File: config.mk
export PLATFORM = sky130hd
export DESIGN_NAME = addr_buff_ctrl_flat
export DESIGN_NICKNAME = d
export VERILOG_FILES = /design/src/rtl/addr_buff_pkg.sv /design/src/rtl/addr_buff_ctrl_if.sv /design/src/rtl/addr_buff_bank_ptr.sv /design/src/rtl/addr_buff_ctrl.sv /design/src/flat_wrapper.sv
export SDC_FILE = /design/constraint.sdc
export NUM_CORES = 1
export LEC_CHECK = 0
export ABC_AREA = 1
export CAP_MARGIN = 20
export CORE_MARGIN = 1.5
export CORE_UTILIZATION = 57
export DETAILED_ROUTE_END_ITERATION = 8
export GPL_TIMING_DRIVEN = 1
export PLACE_DENSITY = 0.81
export REMOVE_ABC_BUFFERS = 1
export SYNTH_ARGS = -nofsm -noshare
export SYNTH_HDL_FRONTEND = slang
export SYNTH_SLANG_ARGS = --single-unit
File: constraint.sdc
create_clock -name clk -period 2.4 [get_ports clk]
set_clock_uncertainty 0.05 [all_clocks]
set_input_delay 0.36 -clock clk [delete_from_list [all_inputs] [get_ports clk]]
set_output_delay 0.36 -clock clk [all_outputs]
set_load 0.02 [all_outputs]
File: src/rtl/addr_buff_pkg.sv
// addr_buff_pkg: shared definitions for the banked address buffer controller.
// Holds the drain FSM state encoding and the default geometry constants.
package addr_buff_pkg;

  localparam int SRAM_DEPTH_DEF = 1024;
  localparam int BAND_WIDTH_DEF = 16;

  typedef enum logic [1:0] {
    S_IDLE,
    S_DRAIN,
    S_FLUSH,
    S_DONE
  } state_t;

endpackage

File: src/rtl/addr_buff_ctrl_if.sv
// addr_buff_ctrl_if: write lanes, drain control and banked SRAM port signals.
// The master side is the producer/consumer; the slave side is the controller.
interface addr_buff_ctrl_if
  import addr_buff_pkg::*;
#(
  parameter int SRAM_DEPTH = SRAM_DEPTH_DEF,
  parameter int BAND_WIDTH = BAND_WIDTH_DEF
);
  localparam int AW = $clog2(SRAM_DEPTH);
  localparam int BW = $clog2(BAND_WIDTH);

  logic [BAND_WIDTH-1:0]         wr_valid;
  logic                          start;
  logic                          rd_ready;
  logic [BAND_WIDTH-1:0]         wea;
  logic [BAND_WIDTH-1:0][AW-1:0] addra;
  logic                          enb;
  logic [AW+BW-1:0]              addrb;
  logic                          rd_valid;
  logic                          busy;
  logic                          done;

  modport master (
    output wr_valid, start, rd_ready,
    input  wea, addra, enb, addrb, rd_valid, busy, done
  );

  modport slave (
    input  wr_valid, start, rd_ready,
    output wea, addra, enb, addrb, rd_valid, busy, done
  );

endinterface

File: src/rtl/addr_buff_bank_ptr.sv
// addr_buff_bank_ptr: write pointer and fill count for one SRAM bank.
// Writes are accepted only while the controller is idle and the bank has room;
// a full bank never wraps. Optional macro ADDR_BUFF_CTRL_OVF_EN exposes a
// per-bank drop indication used for the sticky overflow flag.
module addr_buff_bank_ptr
  import addr_buff_pkg::*;
#(
  parameter int SRAM_DEPTH = SRAM_DEPTH_DEF,
  localparam int AW = $clog2(SRAM_DEPTH)
) (
  input  logic          clk,
  input  logic          rst,
  input  logic          wr_valid,
  input  logic          accept_en,
  input  logic          clear,
  output logic          wea,
`ifdef ADDR_BUFF_CTRL_OVF_EN
  output logic          drop,
`endif
  output logic [AW-1:0] wptr,
  output logic [AW:0]   cnt
);

  localparam int          AW1  = AW + 1;
  localparam logic [AW:0] FULL = AW1'(SRAM_DEPTH);

  assign wea = wr_valid && accept_en && (cnt < FULL);

`ifdef ADDR_BUFF_CTRL_OVF_EN
  assign drop = wr_valid && !wea;
`endif

  // Advance pointer and count on every accepted write; cleared after a drain.
  always_ff @(posedge clk) begin
    if (rst || clear) begin
      wptr <= '0;
      cnt  <= '0;
    end else if (wea) begin
      wptr <= wptr + AW'(1);
      cnt  <= cnt + AW1'(1);
    end
  end

endmodule

File: src/rtl/addr_buff_ctrl.sv
// addr_buff_ctrl: collects per-bank writes, then on start drains every stored
// entry bank by bank through a single read port with a valid/ready handshake.
// Optional macro ADDR_BUFF_CTRL_OVF_EN adds the sticky ovf port, which flags
// any write lane that had to be dropped.
module addr_buff_ctrl
  import addr_buff_pkg::*;
#(
  parameter int SRAM_DEPTH = SRAM_DEPTH_DEF,
  parameter int BAND_WIDTH = BAND_WIDTH_DEF
) (
  input  logic              clk,
  input  logic              rst,
  addr_buff_ctrl_if.slave   bus
`ifdef ADDR_BUFF_CTRL_OVF_EN
  ,
  output logic              ovf
`endif
);

  localparam int AW = $clog2(SRAM_DEPTH);
  localparam int BW = $clog2(BAND_WIDTH);

  state_t                        state;
  logic [BW-1:0]                 bank;
  logic [AW-1:0]                 offset;
  logic                          rd_valid_q;
  logic                          done_q;

  logic [AW:0]                   cnt [BAND_WIDTH];
  logic [BAND_WIDTH-1:0]         wea_v;
  logic [BAND_WIDTH-1:0][AW-1:0] addra_v;
  logic [BAND_WIDTH-1:0]         nonempty;
  logic                          cur_nonempty;
  logic                          higher_nonempty;
  logic                          last_in_bank;
  logic                          stall;
  logic                          enb_c;

`ifdef ADDR_BUFF_CTRL_OVF_EN
  logic [BAND_WIDTH-1:0]         drop;
`endif

  for (genvar i = 0; i < BAND_WIDTH; i++) begin : g_bank
    addr_buff_bank_ptr #(
      .SRAM_DEPTH (SRAM_DEPTH)
    ) u_bank_ptr (
      .clk       (clk),
      .rst       (rst),
      .wr_valid  (bus.wr_valid[i]),
      .accept_en (state == S_IDLE),
      .clear     (state == S_DONE),
      .wea       (wea_v[i]),
`ifdef ADDR_BUFF_CTRL_OVF_EN
      .drop      (drop[i]),
`endif
      .wptr      (addra_v[i]),
      .cnt       (cnt[i])
    );
    assign nonempty[i] = (cnt[i] != '0);
  end

  assign cur_nonempty    = nonempty[bank];
  assign higher_nonempty = |((nonempty >> bank) >> 1);
  assign last_in_bank    = (({1'b0, offset} + (AW + 1)'(1)) == cnt[bank]);
  assign stall           = rd_valid_q && !bus.rd_ready;
  assign enb_c           = (state == S_DRAIN) && cur_nonempty && !stall;

  assign bus.wea      = wea_v;
  assign bus.addra    = addra_v;
  assign bus.enb      = enb_c;
  assign bus.addrb    = {bank, offset};
  assign bus.rd_valid = rd_valid_q;
  assign bus.busy     = (state != S_IDLE);
  assign bus.done     = done_q;

  // Drain sequencer: walks banks in order, holds position while the consumer stalls.
  always_ff @(posedge clk) begin
    if (rst) begin
      state      <= S_IDLE;
      bank       <= '0;
      offset     <= '0;
      rd_valid_q <= 1'b0;
      done_q     <= 1'b0;
    end else begin
      done_q <= (state == S_DONE);

      if (enb_c) begin
        rd_valid_q <= 1'b1;
      end else if (bus.rd_ready) begin
        rd_valid_q <= 1'b0;
      end

      case (state)
        S_IDLE: begin
          bank   <= '0;
          offset <= '0;
          if (bus.start) begin
            state <= (|nonempty) ? S_DRAIN : S_DONE;
          end
        end
        S_DRAIN: begin
          if (!stall) begin
            if (!cur_nonempty || last_in_bank) begin
              offset <= '0;
              if (higher_nonempty) begin
                bank <= bank + BW'(1);
              end else begin
                state <= S_FLUSH;
              end
            end else begin
              offset <= offset + AW'(1);
            end
          end
        end
        S_FLUSH: begin
          if (!rd_valid_q || bus.rd_ready) begin
            state <= S_DONE;
          end
        end
        S_DONE: begin
          state  <= S_IDLE;
          bank   <= '0;
          offset <= '0;
        end
        default: begin
          state <= S_IDLE;
        end
      endcase
    end
  end

`ifdef ADDR_BUFF_CTRL_OVF_EN
  // Sticky record of any write lane that could not be stored.
  always_ff @(posedge clk) begin
    if (rst) begin
      ovf <= 1'b0;
    end else if (|drop) begin
      ovf <= 1'b1;
    end
  end
`endif

endmodule

File: src/flat_wrapper.sv
// flat-port wrapper written by rule: the top's interface ports become plain ports
module addr_buff_ctrl_flat import addr_buff_pkg::*;
#(
  parameter int SRAM_DEPTH = SRAM_DEPTH_DEF,
  parameter int BAND_WIDTH = BAND_WIDTH_DEF
)
  (clk, rst, bus_wr_valid, bus_start, bus_rd_ready, bus_wea, bus_addra, bus_enb, bus_addrb, bus_rd_valid, bus_busy, bus_done);
  addr_buff_ctrl_if #(.SRAM_DEPTH(SRAM_DEPTH), .BAND_WIDTH(BAND_WIDTH)) bus_i ();
  input  logic clk;
  input  logic rst;
  input wire logic [$bits(bus_i.wr_valid)-1:0] bus_wr_valid;
  input wire logic [$bits(bus_i.start)-1:0] bus_start;
  input wire logic [$bits(bus_i.rd_ready)-1:0] bus_rd_ready;
  output wire logic [$bits(bus_i.wea)-1:0] bus_wea;
  output wire logic [$bits(bus_i.addra)-1:0] bus_addra;
  output wire logic [$bits(bus_i.enb)-1:0] bus_enb;
  output wire logic [$bits(bus_i.addrb)-1:0] bus_addrb;
  output wire logic [$bits(bus_i.rd_valid)-1:0] bus_rd_valid;
  output wire logic [$bits(bus_i.busy)-1:0] bus_busy;
  output wire logic [$bits(bus_i.done)-1:0] bus_done;
  assign bus_i.wr_valid = bus_wr_valid;
  assign bus_i.start = bus_start;
  assign bus_i.rd_ready = bus_rd_ready;
  assign bus_wea = bus_i.wea;
  assign bus_addra = bus_i.addra;
  assign bus_enb = bus_i.enb;
  assign bus_addrb = bus_i.addrb;
  assign bus_rd_valid = bus_i.rd_valid;
  assign bus_busy = bus_i.busy;
  assign bus_done = bus_i.done;
  addr_buff_ctrl #(.SRAM_DEPTH(SRAM_DEPTH), .BAND_WIDTH(BAND_WIDTH)) u_core (.clk(clk), .rst(rst), .bus(bus_i));
endmodule
Yosys cells after proc, flatten, opt, wreduce, memory -nomap -nowiden
Cells that the tools add are included.
{ "word_totals": {"romBits": 0, "register_bits": 354, "memories": 0, "latchBits": 0, "ram_bits": 0, "wordCells": 191} }
{ "op_classes": {"mul": 0, "order_cmp": 18, "bitwise": 1, "mux": 21, "addsub": 35, "shifts": 1, "n_reduce_logical": 68, "div_mod_pow": 0, "eq_ne": 10} }
{ "op_table": {"columns": ["cell", "n"], "rows": [
  ["$add A11 B1 Y11 const B", 16],
  ["$lt A11 B11 Y1 const B", 16],
  ["$reduce_bool A11 Y1", 16],
  ["$add A10 B1 Y10 const B", 17],
  ["$bmux W11 S4", 1],
  ["$logic_and A1 B1 Y1", 35],
  ["$mux W11", 2],
  ["$mux W10", 2],
  ["$pmux W10 S2", 1],
  ["$reduce_or A16 Y1", 1],
  ["$shr A16 B4 Y16", 1],
  ["$reduce_or A15 Y1", 1],
  ["$mux W2", 6],
  ["$mux W4", 3],
  ["$add A10 B1 Y11 const B", 1],
  ["$eq A11 B11 Y1", 1],
  ["$ne A2 B2 Y1 const B", 4],
  ["$pmux W2 S4", 1],
  ["$pmux W4 S2", 1],
  ["$reduce_bool A2 Y1", 3],
  ["$ge A5 B5 Y1 const B", 1],
  ["$lt A4 B5 Y1 const B", 1],
  ["$not A4 Y5", 1],
  ["$reduce_and A5 Y1", 1],
  ["other kinds (12)", 21]
]} }

Longest topological paths before layout
{ "depth": {"depth_word": 9, "depth_mapped": 20} }

Hierarchy
A second synthesis with hierarchy kept.
{ "unflattened": {"hier_cells": 3592, "area_unflattened_um2": 22770.6} }
{ "modules_own_cells": {"columns": ["module", "area_per_inst_um2", "n_inst", "seq_area_each_um2", "cells_each"], "rows": [
  ["addr_buff_bank_ptr", 1139.8, 16, 420.4, 165],
  ["addr_buff_ctrl", 4533.1, 1, 360.3, 952]
]} }

Worst setup path before layout
No wires, ideal clock.
{ "synth_path": {"path_kind": "flip-flop to output port", "from": "register u_core.bank[0]", "to": "output port bus_enb", "path_slack_ns": 0.080, "stages_incl_launch_ff": 13, "t_arrival_ns": 1.910, "required_ns": 1.990, "n_path_buf": 4, "path_cell_list": "dfxtp_1 -> buf_4 -> buf_6 -> buf_6 -> buf_2 -> o21ai_0 -> nand3_1 -> nand3_1 -> nand2_1 -> nand2_1 -> nand2_1 -> nand2_1 -> nor2_1"} }
{ "synth_via": {"elab_chain_cells": 4} }
{ "synth_lines": {"columns": ["item", "line_no", "text"], "rows": [
  ["from (decl)", "addr_buff_ctrl.sv:24", "logic [BW-1:0] bank;"],
  ["from (signal assigned)", "addr_buff_ctrl.sv:106", "bank <= bank + BW'(1);"],
  ["$bmux W1 S4", "addr_buff_ctrl.sv:62", "assign cur_nonempty = nonempty[bank];"],
  ["$mux W1 (implied by the code)", "addr_buff_ctrl.sv:62", null],
  ["$logic_and A1 B1 Y1 (2 in a row)", "addr_buff_ctrl.sv:66", "assign enb_c = (state == S_DRAIN) && cur_nonempty && !stall;"],
  ["to (decl)", "flat_wrapper.sv:16", "output wire logic [$bits(bus_i.enb)-1:0] bus_enb;"]
]} }
Every way passes these cells. The select of a mux whose other input is x is not followed.

Worst setup path in the final report
{ "layout_path": {"from": "register u_core.g_bank[0].u_bank_ptr.cnt[0]", "to": "output port bus_enb"} }
{ "layout_via": {"elab_chain_cells": 5} }
{ "layout_lines": {"columns": ["item", "line_no", "text"], "rows": [
  ["from (decl)", "addr_buff_bank_ptr.sv:21", "output logic [AW:0] cnt"],
  ["from (signal assigned)", "addr_buff_bank_ptr.sv:40", "cnt <= cnt + AW1'(1);"],
  ["$reduce_bool A11 Y1", "addr_buff_ctrl.sv:59", "assign nonempty[i] = (cnt[i] != '0);"],
  ["$bmux W1 S4", "addr_buff_ctrl.sv:62", null],
  ["$mux W1 (implied by the code)", "addr_buff_ctrl.sv:62", null],
  ["$logic_and A1 B1 Y1 (2 in a row)", "addr_buff_ctrl.sv:66", null]
]} }
Every way passes these cells. The select of a mux whose other input is x is not followed.

==> results.yml <==
worst_setup_path:
  worstReg2RegEnd: "u_core.state[1]$_SDFFE_PP0P_"
  cp_cell_sequence: "inv_2 -> ha_4 -> nand2_2 -> nor3_2 -> nand2_1 -> o21ai_1 -> nand2_1 -> nand3_1 -> nand2_1 -> nand2_1 -> nand2_2 -> nand2_4 -> nor2_4 -> buf_6"
  start_kind: "flop"
  cp_common_cell: "nand2_1"
  cp.required_ps: 1990
  cpLargestDelayFamily: "simple AND/OR/NAND/NOR gates"
  ff2ff_setup_slack_ps: -120
  worstSetupStartpoint: "u_core.g_bank[0].u_bank_ptr.cnt[0]$_SDFFE_PP0P_"
  crit_fanout: 2
  worst-setup-path-type: "reg2out"
  worst-path-buf-inv: 2
  reg2regPathDepth: 20
  timing.rr.start: "u_core.g_bank[0].u_bank_ptr.cnt[0]$_SDFFE_PP0P_"
  endpoint_kind: "output pin"
  worstPathArrival_ps: 2230
  cpPeakStageDelay_ps: 330
  path_depth: 14
  cp_slowest_cell: "dfxtp_2"
  crit_end: "bus_enb"
power:
  comb_power_share: 0.428
  internal_power_w: 0.01410
  power_density_nw_per_um2: 885.3
  peakVddDrop_v: 0.0006396
  p_leak_nw: 10.64
  seqPwrFrac: 0.300
  switchingPower_w: 0.008542
  p_clk_frac: 0.272
  p_sw_frac: 0.3773
drt:
  drt_pass1_iterations: 6
  drc_errors: 0
  via_per_inst: 5.510
  drt_wl_total_um: 57960
  routedWlPerCell_um: 15.31
  drtIter0Drc: 1677
  vias: 20860
  drtAntennaViolNets: 0
synth:
  synth_flop_cell: "dfxtp_1"
  async_flop_share: 0
  synth-edff-count: 0
  avgSynthCellArea_um2: 6.613
  yosysTopAreaCellShare: 0.3761
  yosys.cell_types.count: 38
  synthesis.instances: 2849
  ys_seq_area_frac: 0.3761
  ys_ff_latch: 354
  yosysWarnings: 0
  synth_top_area_cell: "dfxtp_1"
  synth_area_um2: 18840
  synth.area.top_cells: "dfxtp_1, nand2_1, inv_1"
status:
  status: "finished, violations left"
  violations: "setup timing"
cts:
  cts_tree: "done"
  clock-sinks: 354
  root_buffer: "clkbuf_16"
  h-tree-depth: 2
  path_clk_slew_ps: 60
  numCtsBuffers: 39
  insertion_delay_ps: 540
  max-clock-path-buffers: 3
  ctsHoldBuffers: 0
layout:
  n_antenna_cell: 0
  num-nets-final: 3388
  final_util: 0.7860
  drive_gt1_frac: 0.1663
  final_cell_area_um2: 25570
  syn2layout_area_growth_pct: 35.73
sta:
  finalWorstSetupSlack_ps: -237.2
  min_period_ps: 2637
  rsz0062_at_grt: "true"
  setup_viol_count_final: 8
  worst_pin_slew_ps: 463.8
  hold_viol_final: 0
  finalMaxSlewViolations: 0
  relSlewSlack: 0.6904
  final.period_utilization: 1.099
  fmax_ghz: 0.3792
  whs_ps: 411.2
die:
  die_area_um2: 34150
  core_um2: 32540
  rows: 66
  die_w_um: 184.8
  start_util: 0.5791
  die_y_um: 184.8
  ios: 214
global_routing:
  grt_start_max_net_pins: 90
  antenna_found_initial: 0
  overflow: 0
  grt_use_total: 0.3259
  grt_pass1_wl_um: 91070
  first_global_vias: 19940
flow_run:
  drv_cap: 0
placed_design:
  io_buffers: 213
  gp_congestion: 0.9648
  place_area_um2: 23290
  hpwlAfterDp_um: 40700
hold_path:
  worstHoldStart: "u_core.g_bank[4].u_bank_ptr.wptr[9]$_SDFFE_PP0P_"
  worstHoldPathType: "reg2reg"
[how the worst min path moves through the flow]
stage / end / cells past startpoint
final: u_core.g_bank[4].u_bank_ptr.wptr[9]$_SDFFE_PP0P_ / 2
after CTS: u_core.g_bank[4].u_bank_ptr.wptr[9]$_SDFFE_PP0P_ / 2
after floorplan: u_core.offset[1]$_SDFFE_PP0P_ / 1
after global placement: u_core.g_bank[15].u_bank_ptr.wptr[9]$_SDFFE_PP0P_ / 2
after global routing: u_core.g_bank[4].u_bank_ptr.wptr[9]$_SDFFE_PP0P_ / 2
after detailed placement: u_core.g_bank[4].u_bank_ptr.wptr[9]$_SDFFE_PP0P_ / 2
[layer usage]
layer / vias up / wire length, um / GRT usage
met2: 791 / 28550 / 0.5782
met3: 214 / 3537 / 0.04955
met4: 0 / 2843 / 0.1821
li1: 10190 / - / -
met1: 9659 / 23020 / 0.3741
met5: - / 0 / 0
[registers in the layout (all words and copies together), names as in the netlist]
register	cells
u_core.bus.done	1
u_core.g_bank.u_bank_ptr.cnt	176
u_core.offset	10
u_core.bank	4
u_core.state	2
u_core.bus.rd_valid	1
u_core.g_bank.u_bank_ptr.wptr	160
[worst reg2reg max path, stage by stage (launching register included)]
cell and delay (ps):
dfxtp_2 330, inv_2 80, ha_4 130, nand2_2 60
nor3_2 170, nand2_1 150, o21ai_1 170, nand2_1 70
nand3_1 60, nand2_1 70, nand2_1 80, nand2_2 70
buf_4 150, buf_6 100, buf_4 120, buf_6 120
nand3_4 110, buf_6 120, nand4_1 100, nand2_1 80
nor2_1 50
[power groups by stage]
stage                     Combinational (W)  Sequential (W)  Clock [W]
final                               0.00969         0.00679    0.00616
after global routing                 0.0105         0.00685    0.00649
after CTS                           0.00895         0.00676    0.00622
after detailed placement            0.00817         0.00686          0
after global placement              0.00796         0.00682          0
after floorplan                     0.00418         0.00728          0
[synthesized netlist by cell type (2+ instances only)]
cell	number
dfxtp_1	354
o21ba_2	5
nand3_1	252
inv_1	433
o211ai_1	14
o21ai_0	239
buf_2	22
o21ai_1	5
a31oi_1	12
nor3b_1	41
o21a_1	10
xor2_1	13
and3_1	8
nor2_1	300
nand4_1	49
nor2_2	2
inv_2	5
buf_4	24
nand3b_1	8
buf_1	7
nand2_1	538
ha_1	55
nor3_1	150
buf_6	11
nor4_1	8
a21oi_1	219
clkbuf_1	54
[placed cells by master (no fill, tap or decap), types with 49 or more instances in the layout]
master | Yosys | final
a21oi_1 | 219 | 215
nand3_1 | 252 | 216
clkdlybuf4s50_1 | 0 | 194
inv_1 | 433 | 417
dfxtp_1 | 354 | 340
nand4_1 | 49 | 49
ha_1 | 55 | 51
buf_4 | 24 | 298
o21ai_0 | 239 | 231
nor3_1 | 150 | 127
nor2_1 | 300 | 281
nand2_1 | 538 | 518
[area by class of cell]
class                      instances  area [um^2]
inverter                         438         1654
tap                              442        553.0
timing repair buffer             540         4858
fill                            2462         6964
clock buffer                      58         1171
multi-input combinational       1940        10080
sequential                       354         7109
clock inverter                    13        143.9
[what timing repair did]
| item | in CTS | in global routing |
|---|---|---|
| hold endpoints to repair | 0 | 0 |
| pin swaps | 29 | 35 |
| cloned | 2 | 2 |
| setup endpoints to repair | 38 | 63 |
| resized for setup | 126 | 131 |
| buffers inserted | 31 | 7 |
[through the flow]
step | std cells | setup WS, ps | TNS [ps] | power, W
after floorplan | 2731 | -7316 | -1821490 | 0.01146
after global placement | 3686 | -226.5 | -457.6 | 0.01478
final | 3785 | -237.2 | -844.4 | 0.02264
after global routing | 3785 | -339.4 | -2509 | 0.02379
after detailed placement | 3686 | -293.2 | -1394 | 0.01503
after CTS | 3786 | -235.1 | -262.3 | 0.02193
[logic make-up after synthesis]
family	synth area share
fa+ha+maj	0.03653
xor+xnor	0.006508
buf+inv	0.1214
flops	0.3761
compound gates	0.1404
simple gates	0.3190
Note: power is estimated with default switching activity, not from simulation.
